File: config.mk
export PLATFORM = sky130hd
export DESIGN_NAME = ringosc_freq_counter
export DESIGN_NICKNAME = d
export VERILOG_FILES = /design/src/rtl/ringosc_meas_pkg.sv /design/src/rtl/ringosc_edge_sync.sv /design/src/rtl/ringosc_freq_counter.sv
export SDC_FILE = /design/constraint.sdc
export NUM_CORES = 1
export LEC_CHECK = 0
export CORE_MARGIN = 5
export CORE_UTILIZATION = 35
export CTS_BUF_LIST = sky130_fd_sc_hd__clkbuf_16
export CTS_CLUSTER_SIZE = 12
export DETAILED_ROUTE_END_ITERATION = 10
export SETUP_SLACK_MARGIN = 0.5
export SYNTH_ARGS = -nofsm -noshare
export SYNTH_HDL_FRONTEND = slang
export SYNTH_SLANG_ARGS = --single-unit
File: constraint.sdc
create_clock -name clk -period 5.19 [get_ports clk]
set_input_delay 1.038 -clock clk [delete_from_list [all_inputs] [get_ports clk]]
set_output_delay 1.038 -clock clk [all_outputs]
set_load 0.005 [all_outputs]
File: src/rtl/ringosc_meas_pkg.sv
// Shared types, default widths and the saturating increment used by the
// ring-oscillator frequency counter.
package ringosc_meas_pkg;

    typedef enum logic {
        IDLE = 1'b0,
        GATE = 1'b1
    } meas_state_e;

    localparam int DEF_CNT_W  = 16;
    localparam int DEF_GATE_W = 16;

    // Width-agnostic: callers zero-extend into 64 bits and truncate the result.
    function automatic logic [63:0] sat_inc(input logic [63:0] val, input int unsigned width);
        logic [63:0] top;
        top = (width >= 64) ? '1 : ((64'd1 << width) - 64'd1);
        return (val >= top) ? top : val + 64'd1;
    endfunction

endpackage

File: src/rtl/ringosc_edge_sync.sv
// Two-flop synchronizer for the asynchronous oscillator tap plus a delay
// flop, producing a one-cycle rise strobe in the clk domain.
module ringosc_edge_sync (
    input  logic clk,
    input  logic rst,
    input  logic osc_in,
    output logic rise
);

    logic meta;
    logic sync;
    logic prev;

    always_ff @(posedge clk) begin
        if (rst) begin
            meta <= 1'b0;
            sync <= 1'b0;
            prev <= 1'b0;
        end else begin
            meta <= osc_in;
            sync <= meta;
            prev <= sync;
        end
    end

    assign rise = sync & ~prev;

endmodule

File: src/rtl/ringosc_freq_counter.sv
// Gated rising-edge counter for a ring-oscillator tap, with latched result.
// Optional running min/max of results enabled by RINGOSC_MEAS_MINMAX_EN.
module ringosc_freq_counter
    import ringosc_meas_pkg::*;
#(
    parameter int CNT_W  = DEF_CNT_W,
    parameter int GATE_W = DEF_GATE_W
) (
    input  logic              clk,
    input  logic              rst,
    input  logic              osc_in,
    input  logic              start,
    input  logic [GATE_W-1:0] gate_cycles,
    output logic              busy,
    output logic              done,
    output logic [CNT_W-1:0]  count,
    output logic              overflow
`ifdef RINGOSC_MEAS_MINMAX_EN
    ,
    input  logic              clear_minmax,
    output logic [CNT_W-1:0]  count_min,
    output logic [CNT_W-1:0]  count_max
`endif
);

    logic              osc_rise;
    meas_state_e       state;
    logic [GATE_W-1:0] gate_cnt;
    logic [CNT_W-1:0]  acc;
    logic              sat;
    logic [CNT_W-1:0]  acc_inc;
    logic              acc_full;

    ringosc_edge_sync u_edge_sync (
        .clk    (clk),
        .rst    (rst),
        .osc_in (osc_in),
        .rise   (osc_rise)
    );

    assign acc_inc  = CNT_W'(sat_inc(64'(acc), CNT_W));
    assign acc_full = &acc;

    always_ff @(posedge clk) begin
        if (rst) begin
            state    <= IDLE;
            busy     <= 1'b0;
            done     <= 1'b0;
            count    <= '0;
            overflow <= 1'b0;
            acc      <= '0;
            gate_cnt <= '0;
            sat      <= 1'b0;
        end else begin
            done <= 1'b0;
            case (state)
                IDLE: begin
                    if (start) begin
                        state    <= GATE;
                        busy     <= 1'b1;
                        gate_cnt <= (gate_cycles == '0) ? GATE_W'(1) : gate_cycles;
                        acc      <= '0;
                        sat      <= 1'b0;
                    end
                end
                GATE: begin
                    gate_cnt <= gate_cnt - GATE_W'(1);
                    if (gate_cnt == GATE_W'(1)) begin
                        // The rise seen on the closing edge still belongs to this window.
                        state    <= IDLE;
                        busy     <= 1'b0;
                        done     <= 1'b1;
                        count    <= osc_rise ? acc_inc : acc;
                        overflow <= sat | (osc_rise & acc_full);
                    end else if (osc_rise) begin
                        acc <= acc_inc;
                        sat <= sat | acc_full;
                    end
                end
                default: state <= IDLE;
            endcase
        end
    end

`ifdef RINGOSC_MEAS_MINMAX_EN
    // Tracks the result presented during the done cycle; clear and done
    // together restart both extremes from the new result.
    always_ff @(posedge clk) begin
        if (rst) begin
            count_min <= '1;
            count_max <= '0;
        end else if (done) begin
            if (clear_minmax) begin
                count_min <= count;
                count_max <= count;
            end else begin
                count_min <= (count < count_min) ? count : count_min;
                count_max <= (count > count_max) ? count : count_max;
            end
        end else if (clear_minmax) begin
            count_min <= '1;
            count_max <= '0;
        end
    end
`endif

endmodule

==> impl_metrics.csv <==
group,metric,value,unit
outcome,outcome,"completed",
route,first_iter_violations,123,
timing,skew,0.00260,ns
clock_network,cts_hold_buf,0,
pwr,p_leak,0.00111,uW
clock_network,clk_path_buf_depth,2,
yosys,synth.avg_cell_area,7.99,um^2
timing,grt_setup_unrepaired,"false",
yosys,syn_area,2920,um^2
yosys,yosys.area.top_type,"dfxtp_1",
setup_path,worstSetupPathType,"reg -> reg",
floorplan,die_w,101,um
grt,grt_pass1_wl,12800,um
floorplan,design.die.area,10300,um^2
layout,nets,413,
placement,dpl.hpwl,5110,um
setup_path,start_kind,"flip-flop",
worst_hold_path,holdPathStages,1,
yosys,synth_flop_cell,"dfxtp_1",
yosys,syn_inst,366,
grt,grt_max_degree,64,
layout,post-route-cell-area,3490,um^2
setup_path,worstPathArrival,2.94,ns
timing,finalHoldViolCount,0,
grt,first_global_vias,2680,
floorplan,io_pins,39,
route,drt-vias-per-instance,5.53,
setup_path,cpPeakStageDelay,0.98,ns
route,drcViolationCount,0,
clock_network,ctsResizeCount,0,
yosys,yosysUniqueCellTypes,52,
layout,fill_cells,844,
setup_path,required,5.31,ns
timing,tns,0,ns
timing,slew_headroom,19.2,%
floorplan,coreArea,8180,um^2
clock_network,cts_made_buffers,5,
clock_network,clkSinkCount,56,
setup_path,worstPathCellList,"nor4_2, nand3b_2, nor3_1, nor2b_1, a211oi_1",
yosys,yosys-top-cells-area,"dfxtp_1 38%, a21oi_1 6.7%, nor2_1 5.1%",
setup_path,cp_max_fo,13,
timing,fmax,0.355,GHz
clock_network,cts_root_buf,"clkbuf_16",
worst_hold_path,hold_class,"reg -> reg",
floorplan,start_util,35.8,%
layout,drive_above_1_share,5.12,%
timing,setup_viol,0,
worst_hold_path,min_from,"u_edge_sync.meta",
placement,gp_congestion,0.813,
clock_network,htree_levels,2,
placement,dpl_cell_area,3350,um^2
setup_path,ff2ff_path_depth,5,
route,dr_total_vias,2743,
yosys,synth_nets,389,
setup_path,critPathLaunch,"gate_cnt[8]",
clock_network,cts_tree,"done",
yosys,netlist.area_leader.share,38.3,%
layout,antenna_cells,0,
yosys,ys_warn_count,0,
setup_path,crit_path_end_kind,"flip-flop",
floorplan,die_h,101,um
clock_network,cts_setup_buffers,0,
placement,port-buffer-count,38,
grt,grt_overflow,0,
grt,grtUsageTotal,15.2,%
timing,worst_pin_slew,1.21,ns
route,wl,7440,um
timing,post-route-period-util,54.2,%
job,drv_cap,0,
floorplan,rows,33,
setup_path,r2r_start,"gate_cnt[8]",
pwr,powerDensity,267,nW/um^2
timing,slew_violations,0,
timing,fin_crit,2.81,ns
pwr,irDropWorstVdd,0.137,mV
worst_hold_path,min_to,"u_edge_sync.sync",
grt,antenna_found_initial,0,
layout,areaGrowthSynthToFinish,19.4,%
setup_path,critPathSlowestCell,"nor2b_1",
setup_path,ff2ff_setup_slack,2.38,ns
yosys,synth_seq_cells,56,
route,dr.pass1.iters,4,
yosys,synthArstFlopShare,0,%
yosys,seq_area_frac_synth,38.3,%
clock_network,worstSkewPairLatency,0.29,ns
setup_path,worstReg2RegEnd,"count[0]",
clock_network,clk_pin_slew_worst_paths,0.07,ns
route,antenna_left,0,
route,routedWlPerCell,15.0,um
yosys,synth-edff-count,0,
placed cells by master, fill, tap and decap left out, types with 3 or more instances in the layout:
cell,netlist,final
nand2b_1,10,10
a22oi_1,3,3
o311ai_0,4,4
nor2_1,40,40
xnor2_1,5,5
nor3_1,15,15
nand3b_1,3,3
dfxtp_1,56,56
a21oi_1,39,39
nor4_1,6,6
clkbuf_16,0,5
nor2b_1,9,8
ha_1,3,3
nor4_2,3,3
a31oi_1,11,11
o22ai_1,5,5
nand4_1,9,9
o211ai_1,4,4
o21bai_1,3,3
inv_1,7,7
o21ai_0,15,15
nand2_1,27,27
a211oi_1,11,11
o21a_1,3,3
or3_1,8,8
xor2_1,5,5
nor4b_1,4,4
nand3_1,10,10
clkdlybuf4s50_1,0,37
worst max-delay path, delay by kind of cell (launching register included):
| kind | cells | cell delay [ns] |
|---|---|---|
| flip-flops | 1 | 0.36 |
| AO/OA/AOI/OAI | 1 | 0.17 |
| AND/OR/NAND/NOR | 4 | 2.10 |
synthesized netlist by cell type (2+ instances only):
cell       n
o21ai_0   15
and4_1     2
o311ai_0   4
ha_1       3
a22oi_1    3
nor2b_1    9
nand4_1    9
buf_2      5
nand3b_1   3
xnor2_1    5
xor2_1     5
dfxtp_1   56
o22ai_1    5
inv_1      7
a21oi_1   39
a211oi_1  11
or4_1      2
nor4b_1    4
or2_2      2
nor3_1    15
nand2b_1  10
nand2_1   27
nor4_1     6
o21a_1     3
or3_1      8
a31oi_1   11
o211ai_1   4
nand3_1   10
nor2_1    40
o21bai_1   3
clkbuf_1  16
and2_1     2
nor4_2     3
flip-flops by register name, indices dropped and copies added, names as in the netlist:
name	cells
overflow	1
busy	1
u_edge_sync.meta	1
gate_cnt	16
state	1
count	16
acc	16
u_edge_sync.prev	1
done	1
sat	1
u_edge_sync.sync	1
layer usage:
metal  wire length [um]  up-vias  share of wire (%)  track usage (%)
met2               3560       46                 48             25.3
met1               3570     1299                 48             20.4
li1                   -     1390                  -                -
met5                  0        -                  0                0
met3                227        8                3.1             2.55
met4                 80        0                1.1             4.19
worst max-delay path by stage:
| stage | endpoint | depth (start not counted) |
|---|---|---|
| 3_5_place_dp | gate_cnt[10] | 5 |
| 4_1_cts | count[0] | 5 |
| 5_1_grt | count[3] | 5 |
| 6_report | count[0] | 5 |
| 2_1_floorplan | gate_cnt[10] | 4 |
| 3_3_place_gp | gate_cnt[10] | 5 |
area by class of cell:
type | instances | area, um^2 | share of cell area, %
multi-input combinational | 281 | 1690 | 48.4
sequential | 56 | 1120 | 32.1
timing repair buffer | 39 | 383 | 11.0
tap | 105 | 131 | 3.76
clock buffer | 5 | 125 | 3.58
inverter | 7 | 26.3 | 0.753
clock inverter | 3 | 13.8 | 0.394
logic make-up after synthesis:
kind of cell / share of synthesized area [%]
AOI/OAI and AO/OA: 23.1
xor gates and xnor gates: 3.00
adders and majority gates: 1.28
buffers and inverters: 3.94
DFF: 38.3
muxes: 0.342
and+or+nand+nor: 30.0
per-stage QoR:
step                      hold slack, ns  power [uW]  setup WS, ns  utilization, %  std cells
after global routing               0.469         977          2.11            42.7        496
after global placement             0.430         606          2.30            41.0        488
after CTS                          0.447         938          2.43            42.7        496
final                              0.441         933          2.38            42.7        496
after floorplan                    0.414         562          3.06               -        366
after detailed placement           0.429         608          2.28            41.0        488
report_power, final:
group	internal [uW]	switching, uW
clock	176	159
combinational	56.6	76.9
sequential	445	19.9
total	678	255
No activity file was read; power rests on OpenSTA's default activity.
